==> config.mk <==
export PLATFORM = sky130hd
export DESIGN_NAME = cu_dispatch_arbiter
export DESIGN_NICKNAME = d
export VERILOG_FILES = /design/src/rtl/cu_dispatch_arbiter.sv
export SDC_FILE = /design/constraint.sdc
export NUM_CORES = 1
export LEC_CHECK = 0
export CELL_PAD_IN_SITES_DETAIL_PLACEMENT = 0
export CELL_PAD_IN_SITES_GLOBAL_PLACEMENT = 1
export CORE_MARGIN = 3
export CORE_UTILIZATION = 44
export CTS_CLUSTER_DIAMETER = 100
export CTS_CLUSTER_SIZE = 24
export DETAILED_ROUTE_END_ITERATION = 10
export GPL_TIMING_DRIVEN = 0
export PLACE_DENSITY_LB_ADDON = 0.1
export SETUP_SLACK_MARGIN = 0.1
export SLEW_MARGIN = 0
export SYNTH_ARGS = -nofsm -noshare
export SYNTH_HDL_FRONTEND = slang
export SYNTH_SLANG_ARGS = --single-unit
==> constraint.sdc <==
create_clock -name clk -period 2.8 [get_ports clk]
set_input_delay 0.42 -clock clk [delete_from_list [all_inputs] [get_ports clk]]
set_output_delay 0.42 -clock clk [all_outputs]
set_load 0.1 [all_outputs]
==> src/rtl/cu_dispatch_arbiter.sv <==
// rtl/cu_dispatch_arbiter.sv - command FIFO with round-robin dispatch to two compute units
// Results return in dispatch order through per-unit holding registers and a 2-entry order queue.
module cu_dispatch_arbiter #(
   parameter int DEPTH = 4,
   parameter int W     = 8
) (
   input  logic         clk,
   input  logic         rst_n,
   input  logic         ena,
   input  logic         cmd_valid,
   input  logic [W-1:0] cmd_data,
   output logic         cmd_ready,
   output logic         cu0_start,
   output logic         cu1_start,
   output logic [W-1:0] cu_op,
   input  logic         cu0_busy,
   input  logic         cu1_busy,
   input  logic         cu0_done,
   input  logic         cu1_done,
   input  logic [W-1:0] cu0_result,
   input  logic [W-1:0] cu1_result,
   output logic         res_valid,
   output logic [W-1:0] res_data,
   output logic         res_unit,
   input  logic         res_ready,
   output logic         err
);
   localparam int          AW       = $clog2(DEPTH);
   localparam logic [AW:0] CNT_FULL = (AW+1)'(DEPTH);

   logic [W-1:0]  fifo_mem [DEPTH];
   logic [AW-1:0] wr_ptr;
   logic [AW-1:0] rd_ptr;
   logic [AW:0]   count;
   logic [1:0]    busy;
   logic [1:0]    done;
   logic [1:0]    out_q;
   logic [1:0]    hold_v;
   logic [1:0]    free;
   logic [W-1:0]  result [2];
   logic [W-1:0]  hold [2];
   logic          rr;
   logic [1:0]    oq;
   logic          oq_wr;
   logic          oq_rd;
   logic [1:0]    oq_cnt;
   logic          full;
   logic          empty;
   logic          push;
   logic          dispatch;
   logic          pick;
   logic          head;
   logic          load;

   assign busy      = {cu1_busy, cu0_busy};
   assign done      = {cu1_done, cu0_done};
   assign result[0] = cu0_result;
   assign result[1] = cu1_result;
   assign full      = (count == CNT_FULL);
   assign empty     = (count == '0);
   assign cmd_ready = !full;
   assign push      = cmd_valid && !full && ena;
   assign free      = ~busy & ~out_q & ~hold_v;
   assign dispatch  = ena && !empty && (free != 2'b00);
   assign pick      = (&free) ? rr : free[1];
   assign head      = oq[oq_rd];
   // A unit's result may only leave once it is the oldest dispatch still pending.
   assign load      = (oq_cnt != 2'd0) && hold_v[head] && (!res_valid || res_ready);

   always_ff @(posedge clk) begin
      if (push) fifo_mem[wr_ptr] <= cmd_data;
   end

   always_ff @(posedge clk or negedge rst_n) begin
      if (!rst_n) begin
         wr_ptr    <= '0;
         rd_ptr    <= '0;
         count     <= '0;
         rr        <= 1'b0;
         cu0_start <= 1'b0;
         cu1_start <= 1'b0;
         cu_op     <= '0;
      end else begin
         cu0_start <= 1'b0;
         cu1_start <= 1'b0;
         if (push) wr_ptr <= wr_ptr + 1'b1;
         if (dispatch) begin
            rd_ptr    <= rd_ptr + 1'b1;
            cu_op     <= fifo_mem[rd_ptr];
            cu0_start <= !pick;
            cu1_start <= pick;
            rr        <= !pick;
         end
         case ({push, dispatch})
            2'b10:   count <= count + 1'b1;
            2'b01:   count <= count - 1'b1;
            default: count <= count;
         endcase
      end
   end

   always_ff @(posedge clk or negedge rst_n) begin
      if (!rst_n) begin
         oq        <= 2'b00;
         oq_wr     <= 1'b0;
         oq_rd     <= 1'b0;
         oq_cnt    <= 2'd0;
         res_valid <= 1'b0;
         res_data  <= '0;
         res_unit  <= 1'b0;
      end else begin
         if (dispatch) begin
            oq[oq_wr] <= pick;
            oq_wr     <= !oq_wr;
         end
         case ({dispatch, load})
            2'b10:   oq_cnt <= oq_cnt + 2'd1;
            2'b01:   oq_cnt <= oq_cnt - 2'd1;
            default: oq_cnt <= oq_cnt;
         endcase
         if (load) begin
            oq_rd     <= !oq_rd;
            res_data  <= hold[head];
            res_unit  <= head;
            res_valid <= 1'b1;
         end else if (res_valid && res_ready) begin
            res_valid <= 1'b0;
         end
      end
   end

   always_ff @(posedge clk or negedge rst_n) begin
      if (!rst_n) begin
         out_q  <= 2'b00;
         hold_v <= 2'b00;
         err    <= 1'b0;
         for (int n = 0; n < 2; n++) hold[n] <= '0;
      end else begin
         for (int n = 0; n < 2; n++) begin
            if (dispatch && pick == 1'(n))
               out_q[n] <= 1'b1;
            else if (done[n] && out_q[n])
               out_q[n] <= 1'b0;
            if (done[n] && out_q[n]) begin
               hold[n]   <= result[n];
               hold_v[n] <= 1'b1;
            end else if (load && head == 1'(n)) begin
               hold_v[n] <= 1'b0;
            end
            // A done with nothing outstanding (including work lost to reset) is flagged.
            if (done[n] && !out_q[n]) err <= 1'b1;
         end
      end
   end
endmodule

**After elaboration in Yosys (flattened, before gate mapping)**

Memory sizes are Yosys's and may differ from the RTL's. A register that Yosys moved wholly into a read port is not among the register bits.
Cells that the tools add are included.

- Register bits: 47
- Bits in writable memories: 32
- Bits of input ports: 33
- Output and inout bits: 22
- Word-level logic and storage cells: 112
- Memories kept: 1

Memories:

| name | words | bits a word | read ports | clocked after memory_dff | write ports | line | text |
|---|---|---|---|---|---|---|---|
| fifo_mem | 4 | 8 | 1 | 1 | 1 | 31 | `logic [W-1:0] fifo_mem [DEPTH];` |

- $add $sub $neg: 6
- Order comparisons: 5
- Equal/unequal tests: 5
- Muxes and demuxes: 29
- Bitwise operators: 8
- Reduce and logical (&&, ||, !) cells: 38

Operator list:

| cell | number |
|---|---|
| $mux 8 | 3 |
| $mux 1 | 22 |
| $reduce_bool 2->1 | 10 |
| $logic_and 1x1->1 | 16 |
| $logic_not 1->1 | 9 |
| $add 2x1->2 const B | 3 |
| $lt 1x2->1 const B | 3 |
| $not 2->2 | 3 |
| $pmux 3 s2 | 1 |
| $and 2x2->2 | 2 |
| $eq 2x1->1 const B | 2 |
| $eq 2x2->1 const B | 2 |
| $pmux 2 s2 | 1 |
| $add 3x1->3 const B | 1 |
| $eq 3x3->1 const B | 1 |
| $logic_not 3->1 | 1 |
| $sub 3x1->3 const B | 1 |
| $bwmux 2 | 1 |
| $ge 2x2->1 const B | 1 |
| $not 1->1 | 2 |
| $not 1->2 | 1 |
| $reduce_and 2->1 | 1 |
| $sub 2x1->2 const B | 1 |
| $demux 1 s1 | 1 |
| other kinds (2) | 2 |

**Logic depth before layout (Yosys ltp)**

Gate-level depths: netlist of the first run.

- Depth after elaboration: 9
- Mapped depth: 11

**Worst setup path before layout of the first run**

No wires, ideal clock.

- Path type: reg-to-reg
- Start: register count[0]
- End: register count[2]
- Arrival time: 2.930 ns
- Required time: 2.721 ns
- Slack: -0.209 ns
- Stages on the path, launching flop included: 12
- Buffers on the path: 1
- Cells stage by stage: dfrtp_1 -> inv_1 -> nand3_1 -> and3_1 -> clkbuf_1 -> inv_1 -> ha_1 -> inv_1 -> fa_1 -> xor2_1 -> nor2_1 -> xor2_1

- Cells in the longest elaborated chain, start to end: 6
- Elaborated cells between the ends (all ways): 14
- Those cells by class: add/sub: 2; eq/ne: 3; mux: 1; reduce/logical: 8

Ends and longest elaborated chain:

| item | line | text |
|---|---|---|
| start: declaration | 34 | `logic [AW:0] count;` |
| start signal: assignment | 95 | `2'b10: count <= count + 1'b1;` |
| start signal: assignment | 96 | `2'b01: count <= count - 1'b1;` |
| start signal: assignment | 97 | `default: count <= count;` |
| $eq 3x3->1 * | 59 | `assign full = (count == CNT_FULL);` |
| $logic_not 1->1 * | - |  |
| named net cmd_ready | 12 | `output logic cmd_ready,` |
| $logic_and 1x1->1 * (2 in a row) | 62 | `assign push = cmd_valid && !full && ena;` |
| $eq 2x1->1 / $eq 2x2->1 (equally long branches) | 94 | `case ({push, dispatch})` |
| $pmux 3 s2 / $reduce_bool 2->1 (equally long branches) | - |  |

The timed path passes the listed nets; every way through them passes the cells marked *.
A chain may end at the register's enable or synchronous reset.

**Worst setup path in the final report of the first run**

- Start: input port cu1_busy
- End: register count[2]

- Cells in the longest elaborated chain, start to end: 7
- Elaborated cells between the ends (all ways): 9
- Those cells by class: eq/ne: 2; mux: 1; bitwise: 3; reduce/logical: 3

Ends and longest elaborated chain:

| item | line | text |
|---|---|---|
| start: declaration | 17 | `input logic cu1_busy,` |
| $not 2->2 * | 63 | `assign free = ~busy & ~out_q & ~hold_v;` |
| $and 2x2->2 * (2 in a row) | 63 |  |
| $reduce_bool 2->1 * | 64 | `assign dispatch = ena && !empty && (free != 2'b00);` |
| $logic_and 1x1->1 * | 64 |  |
| named net dispatch | 50 | `logic dispatch;` |
| $eq 2x1->1 / $eq 2x2->1 (equally long branches) | 94 |  |
| $pmux 3 s2 / $reduce_bool 2->1 (equally long branches) | - |  |

Marked as above.

==> metrics.md, run 1 <==
| Metric | Value |
|---|---|
| CTS tree | done |
| Synth area leader | dfrtp_1 |
| YS warnings | 0 |
| Mapped Avg Cell Area | roughly 16 um2 |
| CTS Buffer Depth | 2 |
| Overall routing resource usage | 0.150 |
| PostCTS Resize Cnt | 0 |
| Reg clk slew, reported paths | about 0.080 ns |
| Antenna violations before repair | 0 |
| Area Overhead vs Synth | 24.5% |
| Initial core utilization | 0.457 |
| CP Launch Type | input port |
| CP cell instances | clkdlybuf4s50_1 -> nor3_1 -> o21ai_1 -> inv_2 -> buf_2 -> ha_1 -> inv_1 -> fa_1 -> xor2_1 -> nor2_1 -> xor2_1 |
| Pwr/cell area | between 1000 and 1500 nW/um2 |
| Post-layout min period | ~2.5 ns |
| Finished Cell Area | between 4000 and 5000 um2 |
| Asr flop ratio synth | 0.632 |
| Max-slew violation count | 0 |
| Final Setup Violations | 0 |
| Clk_lat worst skew | around 0.35 ns |
| Die Height | between 90 and 100 um |
| Compound-gate portion of the synthesized area | 0.0359 |
| # IOs | between 50 and 60 |
| Actual slew at the worst max-slew pin | between 0.9 and 1 ns |
| Final wirelength | approximately 6300 um |
| Drt pass-1 iters | 4 |
| XOR/XNOR Fraction of Synth Area | 0.0271 |
| Slowest CP cell | clkdlybuf4s50_1 |
| DR vias | 1957 |
| Seq/Total Area, Yosys | 0.658 |
| Remaining antenna violation count | 0 |
| Row count | 32 |
| Fraction of synthesized area in multiplexers | 0.202 |
| Reg2Reg Depth | 10 |
| Kind of critical path | in -> reg |
| Hold/Removal Path Class | in -> async |
| Post-synthesis cell area | 3550 um2 |
| DPL Wire Length | 4390 um |
| Drt first-iter violations | 38 |
| CTS Root Cell | clkbuf_8 |
| DP Area | approximately 4200 um2 |
| Grt total ovfl | 0 |
| Leakage power | 1.80 nW |
| Avg WL per Cell | between 15 and 20 um |
| Worst Path Max Fanout | 10 |
| RSZ-0062 raised after global routing | false |
| Gate Count Post-Synth | around 220 |
| Tcrit/Tclk final | 0.903 |
| Vias/cell | 5.01 |
| Global-route wire length before repair | about 10000 um |
| Clock sink count | 87 |
| Core Util, Final | 0.569 |
| Status | finished clean |
| CP Capture Type | flop |
| Vias in the first global route | just under 2000 |
| Main combinational cell family by area after synthesis | multiplexers |
| Post-layout power | ~5.6 mW |
| CP Data Arrival Time | 2.80 ns |
| N_diodes | 0 |
| Worst rel slew slack | 0.348 |
| # nets final | 324 |
| Die area | 9190 um2 |
| Num CTS Buffers | 9 |
| Routability cong. | about 0.71 |
| Distinct cells, synth | 32 |
| Std-Cell Core Area | around 7800 um2 |
| DRC | 0 |
| H-tree depth | 3 |
| Die X-Extent | 95.9 um |
| Synth top area share | 0.387 |
| CP Data Required Time | ~3 ns |
| Post-Synth Simple-Gate Area | 0.0261 |
| Max-Cap Viols | 0 |
| Port Buf Inserts | 54 |
| Final Hold Viols | 0 |
| Clock skew | 0.00913 ns |
| EDFF count, synth | 32 |
| Hold_buf cts | 0 |
| Pin count of the biggest net entering global routing | 34 |
| Crit path top cell by count | xor2_1 |
| Syn nets | ~260 |
| Fmax | 396 MHz |
| Post-synthesis adder-cell area fraction | 0.0268 |
| Synth top area cells | dfrtp_1 39%, edfxtp_1 27%, mux2_2 9.8%, mux4_2 5.1%, mux2_4 3.8% |
| Worst VDD drop | around 0.82 mV |
| Final setup margin | roughly 0.27 ns |
| CP max stage delay | 0.41 ns |
| Register bit total from synthesis | 87 |
| Ratio of cells with drive above 1 in the final layout | 0.235 |
| DP Worst Slack | -0.110 ns |
| Post CTS Setup Buffer Count | 0 |
| Ys flop type | dfrtp_1 |
[cell usage in the layout, fill, tap and decap left out, drive strengths merged, types with 5 or more instances in the layout]
master	netlist	routed
and2	5	5
buf	4	6
clkbuf	2	13
clkdlybuf4s50	0	53
dfrtp	55	55
edfxtp	32	32
ha	6	6
inv	14	14
mux2	42	42
mux4	8	8
nand2	7	7
o21ai	10	10
xnor2	8	8
[sequential cells by signal, indices dropped and copies added, names as in the netlist, 2 cells and up]
name,count
res_data,8
hold_v,2
count,3
hold,16
out_q,2
oq_cnt,2
rd_ptr,2
fifo_mem,32
wr_ptr,2
oq,2
cu_op,8
[critical path, delay by kind of cell]
kind,cells,cell delay [ns]
adders and majority gates,2,0.61
buffers and inverters,4,0.85
and+or+nand+nor,2,0.42
AOI/OAI and AO/OA,1,0.22
xor gates and xnor gates,2,0.29
[kinds of logic after synthesis]
| family | count (synthesis) |
|---|---|
| xor+xnor | 11 |
| mux | 53 |
| compound gates | 21 |
| buf+inv | 20 |
| fa+ha+maj | 7 |
| flops | 87 |
| simple gates | 19 |
[routing by layer]
layer / GRT usage / wire (um) / vias to the layer above
met5: 0 / 0 / -
met4: 0.0581 / 88 / 0
met3: 0.0539 / 317 / 10
met2: 0.235 / 3040 / 45
met1: 0.192 / 2820 / 991
li1: - / - / 911
[path summary, 6_finish.rpt]
kind | slack (ns) | startpoint | end
worst max-delay path | 0.27 | cu1_busy | count[2]
worst min-delay path | 0.05 | rst_n | hold_v[1]
worst max register to register | 0.33 | out_q[1] | count[2]
worst min register to register | 0.50 | rr | rr
max in group asynchronous | 2.17 | rst_n | hold[7]
min in group clk | 0.50 | rr | rr
[power by group]
group / internal, mW / switching (mW)
combinational: 1.07 / 1.72
clock: 0.406 / 0.409
sequential: 1.77 / 0.243
total: 3.24 / 2.38
[synthesized netlist by cell type (2+ instances only)]
cell type and n:
a21o_1 2, and2_1 5, o21ai_0 9, inv_1 13, mux2_1 2, mux2_4 9
edfxtp_1 32, xor2_1 3, nor3_1 2, mux2i_1 3, a21oi_1 4, nor2_1 2
nand2_1 7, clkbuf_1 2, xnor2_1 8, buf_2 3, dfrtp_1 55, mux4_2 8
mux2_2 31, ha_1 6
[cell type report]
class | count | area [um2]
inverter | 14 | 52.6
clock buffer | 11 | 131
clock inverter | 5 | 50.0
timing repair buffer | 55 | 556
sequential | 87 | 2340
tap | 102 | 128
multi-input combinational | 111 | 1130
buffer | 6 | 33.8
fill | 640 | 3350
[metrics by stage]
step	hold slack [ns]	TNS (ns)	std cells
floorplan	0.124	0	218
detailed placement	0.449	-0.110	375
CTS	0.0600	0	391
global placement	0.476	-27.46	374
finish	0.0531	0	391
global route	0.0729	0	391
Note: power is estimated with default switching activity, not from simulation.
==> inputs of run 2 (changes only) <==
CORE_MARGIN = 2   (was 3)
CORE_UTILIZATION = 50   (was 44)
DONT_BUFFER_PORTS = 1   (was not set)
==> run 2 against run 1 <==
  * Sequential share of layout area up 6.7 points
  * Final area decreased by 11%
  * Maximum frequency about the same
  * Sequential cell count is the same
  * Routed wire length rose by 0.14%
  * First-iteration DRC count increased by 68%
  * Count of clock-buffer cells in the layout decreased by 2
==> metrics.md, run 2 (synthesis gave the netlist of run 1 again) <==
| Metric | Value |
|---|---|
| Status | finished clean |
| # nets final | 271 |
| DPL Wire Length | 4300 um |
| Critical R2R Launch | count[0] |
| Post CTS Setup Buffer Count | 0 |
| RR Endpoint | count[2] |
| Tcrit/Tclk final | 0.903 |
| CTS Root Cell | clkbuf_8 |
| Remaining antenna violation count | 0 |
| CP Launch Type | flop |
| Final Setup Violations | 0 |
| Vias in the first global route | roughly 2000 |
| Largest regs | fifo_mem: 32 flops, hold: 16 flops |
| Largest Register | fifo_mem |
| Commonest non-fill, non-tap cell in the layout | dfrtp_1 |
| Most frequent cells in the layout | 55 x dfrtp_1, 32 x edfxtp_1, 31 x mux2_2, 13 x inv_1 |
| Max-slew violation count | 0 |
| Port Buf Inserts | 0 |
| H-tree depth | 3 |
| Die area | 7790 um2 |
| Worst Hold Depth | 1 |
| Hold path start | cu0_done |
| Drt pass-1 iters | 4 |
| Ratio of cells with drive above 1 in the final layout | 0.305 |
| CP Data Required Time | ~3 ns |
| Post-layout min period | between 2 and 3 ns |
| Max reg flops | 32 |
| WHS Endpoint | out_q[0] |
| Avg WL per Cell | between 15 and 20 um |
| CTS tree | done |
| Vias/cell | roughly 5.4 |
| WHS | roughly 0.15 ns |
| Antenna violations before repair | 0 |
| Final wirelength | between 6000 and 7000 um |
| Worst rel slew slack | 0.371 |
| Initial core utilization | 0.520 |
| Area Overhead vs Synth | 10.5% |
| CP Data Arrival Time | between 2 and 3 ns |
| Grt total ovfl | 0 |
| Drt first-iter violations | 64 |
| RSZ-0062 raised after global routing | false |
| Clock skew | ~0.014 ns |
| Overall routing resource usage | 0.175 |
| Die Height | between 80 and 90 um |
| CP Capture Type | flop |
| FF-to-FF setup slack | around 0.27 ns |
| Num CTS Buffers | 9 |
| Clk_lat worst skew | 0.35 ns |
| # IOs | 55 |
| Max-Cap Viols | 0 |
| Final Hold Viols | 0 |
| Fmax | 395 MHz |
| Reg clk slew, reported paths | 0.10 ns |
| Clock sink count | 87 |
| Std-Cell Core Area | 6830 um2 |
| Pin count of the biggest net entering global routing | 56 |
| DR vias | about 1800 |
| Actual slew at the worst max-slew pin | about 0.94 ns |
| Hold/Removal Path Class | in -> reg |
| CTS Buffer Depth | 2 |
| Reg2Reg Depth | 11 |
| Routability cong. | between 0.7 and 0.8 |
| Global-route wire length before repair | 9800 um |
| N_diodes | 0 |
| Row count | 30 |
| Kind of critical path | reg -> reg |
| Worst Path Max Fanout | 7 |
| Die X-Extent | roughly 90 um |
| DRC | 0 |
[run 2: how the worst max path moves through the flow]
| stage | cells past startpoint | from | endpoint | slack [ns] |
|---|---|---|---|---|
| final | 11 | count[0] | count[2] | 0.27 |
| after global routing | 10 | out_q[1] | count[2] | 0.13 |
| after CTS | 11 | count[0] | count[2] | 0.21 |
| after detailed placement | 11 | count[0] | count[2] | -0.05 |
| after global placement | 11 | count[0] | count[2] | 0.1 |
| after floorplan | 11 | count[0] | count[2] | 0.19 |
[run 2: cell type report]
type	count	area, um2
timing repair buffer	2	37.5
clock buffer	9	124
inverter	14	52.6
fill	525	2910
buffer	6	33.8
sequential	87	2340
multi-input combinational	111	1150
tap	96	120
clock inverter	7	72.6
[run 2: metal layers]
layer / wire length [um] / global-route usage / part of all wire / up-vias
li1: - / - / - / 804
met1: 2360 / 0.196 / 0.38 / 913
met2: 3390 / 0.301 / 0.54 / 57
met3: 406 / 0.0578 / 0.065 / 15
met4: 122 / 0.0826 / 0.019 / 0
met5: 0 / 0 / 0 / -
[run 2: timing repair]
action | CTS | global route
hold endpoints to repair | 55 | 0
resized for setup | 1 | 1
pin swaps | 0 | 2
hold buffers | 2 | 0
setup endpoints to repair | 1 | 1
[run 2: critical path, cell delays in order (launching register included)]
cell	delay [ns]
dfrtp_1	0.41
inv_1	0.15
nand3_4	0.31
and3_4	0.27
clkbuf_1	0.17
inv_1	0.09
ha_1	0.18
inv_1	0.06
fa_1	0.37
xor2_1	0.15
nor2_1	0.13
xor2_1	0.16
[run 2: metrics by stage]
stage | setup WS (ns) | setup TNS [ns] | utilization | cells | area [um2]
2_1_floorplan | 0.188 | 0 | - | 218 | 3560
3_3_place_gp | 0.0984 | 0 | 0.538 | 314 | 3680
3_5_place_dp | -0.0516 | -0.0516 | 0.538 | 314 | 3680
4_1_cts | 0.210 | 0 | 0.574 | 332 | 3920
5_1_grt | 0.127 | 0 | 0.574 | 332 | 3920
6_report | 0.271 | 0 | 0.574 | 332 | 3920
Power of run 2 is left out: the tool's default activity adds up to more than one toggle a clock period on the data nets, which glitch-free logic cannot reach.
==> inputs of run 3 (changes only) <==
CTS_BUF_LIST = sky130_fd_sc_hd__clkbuf_4   (was not set)
==> run 3 against run 2 <==
  * Sequential cell count unchanged
  * Final area is 1.4% lower
  * Critical endpoint unchanged
  * Utilization fell by 0.79 points
  * First-iteration DRC count grew 7.8%
  * Final cell count stayed put
  * Clock skew grew 0.0069 ns
  * Worst hold slack got worse by 0.083 ns
  * Non-clock buffer count stayed put
  * Register-to-register slack about the same
  * Critical path depth unchanged
  * Die area stayed put
  * Global-route usage fell by 0.28 points
==> metrics.md, run 3 (synthesis gave the netlist of run 1 again) <==
| Metric | Value |
|---|---|
| CP Data Arrival Time | between 2 and 3 ns |
| Actual slew at the worst max-slew pin | between 0.9 and 1 ns |
| Die Height | around 90 um |
| CP Capture Type | flop |
| CTS Buffer Depth | 2 |
| # IOs | 55 |
| CTS tree | done |
| CP Launch Type | flop |
| Port Buf Inserts | 0 |
| Num CTS Buffers | 9 |
| Pin count of the biggest net entering global routing | 56 |
| Die area | about 7800 um2 |
| RSZ-0062 raised after global routing | false |
| Vias in the first global route | 2016 |
| CTS Root Cell | clkbuf_4 |
| Antenna violations before repair | 0 |
| FF-to-FF setup slack | 0.26 ns |
| CP max stage delay | 0.43 ns |
| Slowest CP cell | dfrtp_1 |
| Drt first-iter violations | 69 |
| Worst Path Max Fanout | 7 |
| Final Setup Violations | 0 |
| Grt total ovfl | 0 |
| Crit path top cell by count | inv_1 |
| Most frequent cells in the layout | 55 x dfrtp_1, 32 x edfxtp_1, 31 x mux2_2, 13 x inv_1, 10 x clkbuf_4 |
| Row count | 30 |
| Status | finished clean |
| Initial core utilization | 0.520 |
| Remaining antenna violation count | 0 |
| Max-slew violation count | 0 |
| Max reg flops | 32 |
| Clock sink count | 87 |
| Hold/Removal Path Class | in -> reg |
| Post-layout min period | about 2.5 ns |
| Fmax | ~390 MHz |
| Ratio of cells with drive above 1 in the final layout | 0.305 |
| Max-Cap Viols | 0 |
| Avg WL per Cell | ~19 um |
| Reg clk slew, reported paths | roughly 0.16 ns |
| Area Overhead vs Synth | 8.95% |
| Clk_lat worst skew | between 0.4 and 0.5 ns |
| Worst rel slew slack | 0.369 |
| Largest regs | fifo_mem: 32 flops, hold: 16 flops |
| H-tree depth | 3 |
| CP Data Required Time | 3.14 ns |
| DPL Wire Length | approximately 4300 um |
| WHS | between 0.06 and 0.07 ns |
| Overall routing resource usage | 0.172 |
| # nets final | between 200 and 300 |
| Clock skew | roughly 0.021 ns |
| Final wirelength | about 6200 um |
| Std-Cell Core Area | 6830 um2 |
| Commonest non-fill, non-tap cell in the layout | dfrtp_1 |
| Fillcell total | 542 |
| Die X-Extent | around 88 um |
| Post CTS Setup Buffer Count | 0 |
| Drt pass-1 iters | 4 |
| Kind of critical path | reg -> reg |
| Final Hold Viols | 0 |
| Vias/cell | 5.43 |
| DR vias | 1803 |
| N_diodes | 0 |
| Tcrit/Tclk final | 0.906 |
| DRC | 0 |
| Global-route wire length before repair | roughly 9700 um |
| Largest Register | fifo_mem |
| Routability cong. | around 0.74 |
| CP cell instances | inv_1 -> nand3_4 -> and3_4 -> clkbuf_1 -> inv_1 -> ha_1 -> inv_1 -> fa_1 -> xor2_1 -> nor2_1 -> xor2_1 |
## run 3: cell count changes in the layout (fill, tap and decap cells not counted)
cell and change:
buf_2 -1, clkbuf_8 -9, clkbuf_4 +10
## run 3: per-stage QoR
step	instance area, um2	setup TNS, ns	setup slack [ns]	std cells	utilization
finish	3870	0	0.264	332	0.566
global route	3870	0	0.123	332	0.566
CTS	3860	0	0.200	332	0.565
detailed placement	3680	-0.0516	-0.0516	314	0.538
global placement	3680	0	0.0984	314	0.538
floorplan	3560	0	0.188	218	-
## run 3: final cells by class
cell class | count | area [um2] | area share
Buffer | 6 | 36.3 | 0.00938
Inverter | 14 | 52.6 | 0.0136
Clock buffer | 9 | 67.6 | 0.0175
Multi-Input combinational cell | 111 | 1150 | 0.296
Clock inverter | 7 | 72.6 | 0.0188
Tap cell | 96 | 120 | 0.0310
Timing Repair Buffer | 2 | 37.5 | 0.00970
Sequential cell | 87 | 2340 | 0.604
## run 3: critical path: cells and delay by family, from the launching register on
family / cells / cell delay (ns)
fa+ha+maj: 2 / 0.55
buf+inv: 4 / 0.47
simple gates: 3 / 0.71
flops: 1 / 0.43
xor+xnor: 2 / 0.31
## run 3: worst paths after layout
check | startpoint | to | cells past startpoint
max | count[0] | count[2] | 11
min | cu0_done | out_q[0] | 1
max reg2reg | count[0] | count[2] | 11
min reg2reg | oq_rd | oq_rd | 1
max in group asynchronous | rst_n | count[2] | 2
min in group asynchronous | rst_n | hold_v[1] | 2
## run 3: repair_timing
action | CTS | global route
resized for setup | 1 | 2
hold buffers | 2 | 0
gates cloned | 0 | 0
endpoints found under the setup margin | 1 | 1
endpoints found under the hold margin | 55 | 0
pin swaps | 0 | 2
## run 3: routing by layer
metal | GRT usage | vias up | share of wire
met5 | 0 | - | 0
met2 | 0.297 | 60 | 0.54
li1 | - | 808 | -
met3 | 0.0541 | 11 | 0.070
met4 | 0.0868 | 0 | 0.017
met1 | 0.191 | 924 | 0.37
Power of run 3 is left out for the same reason.
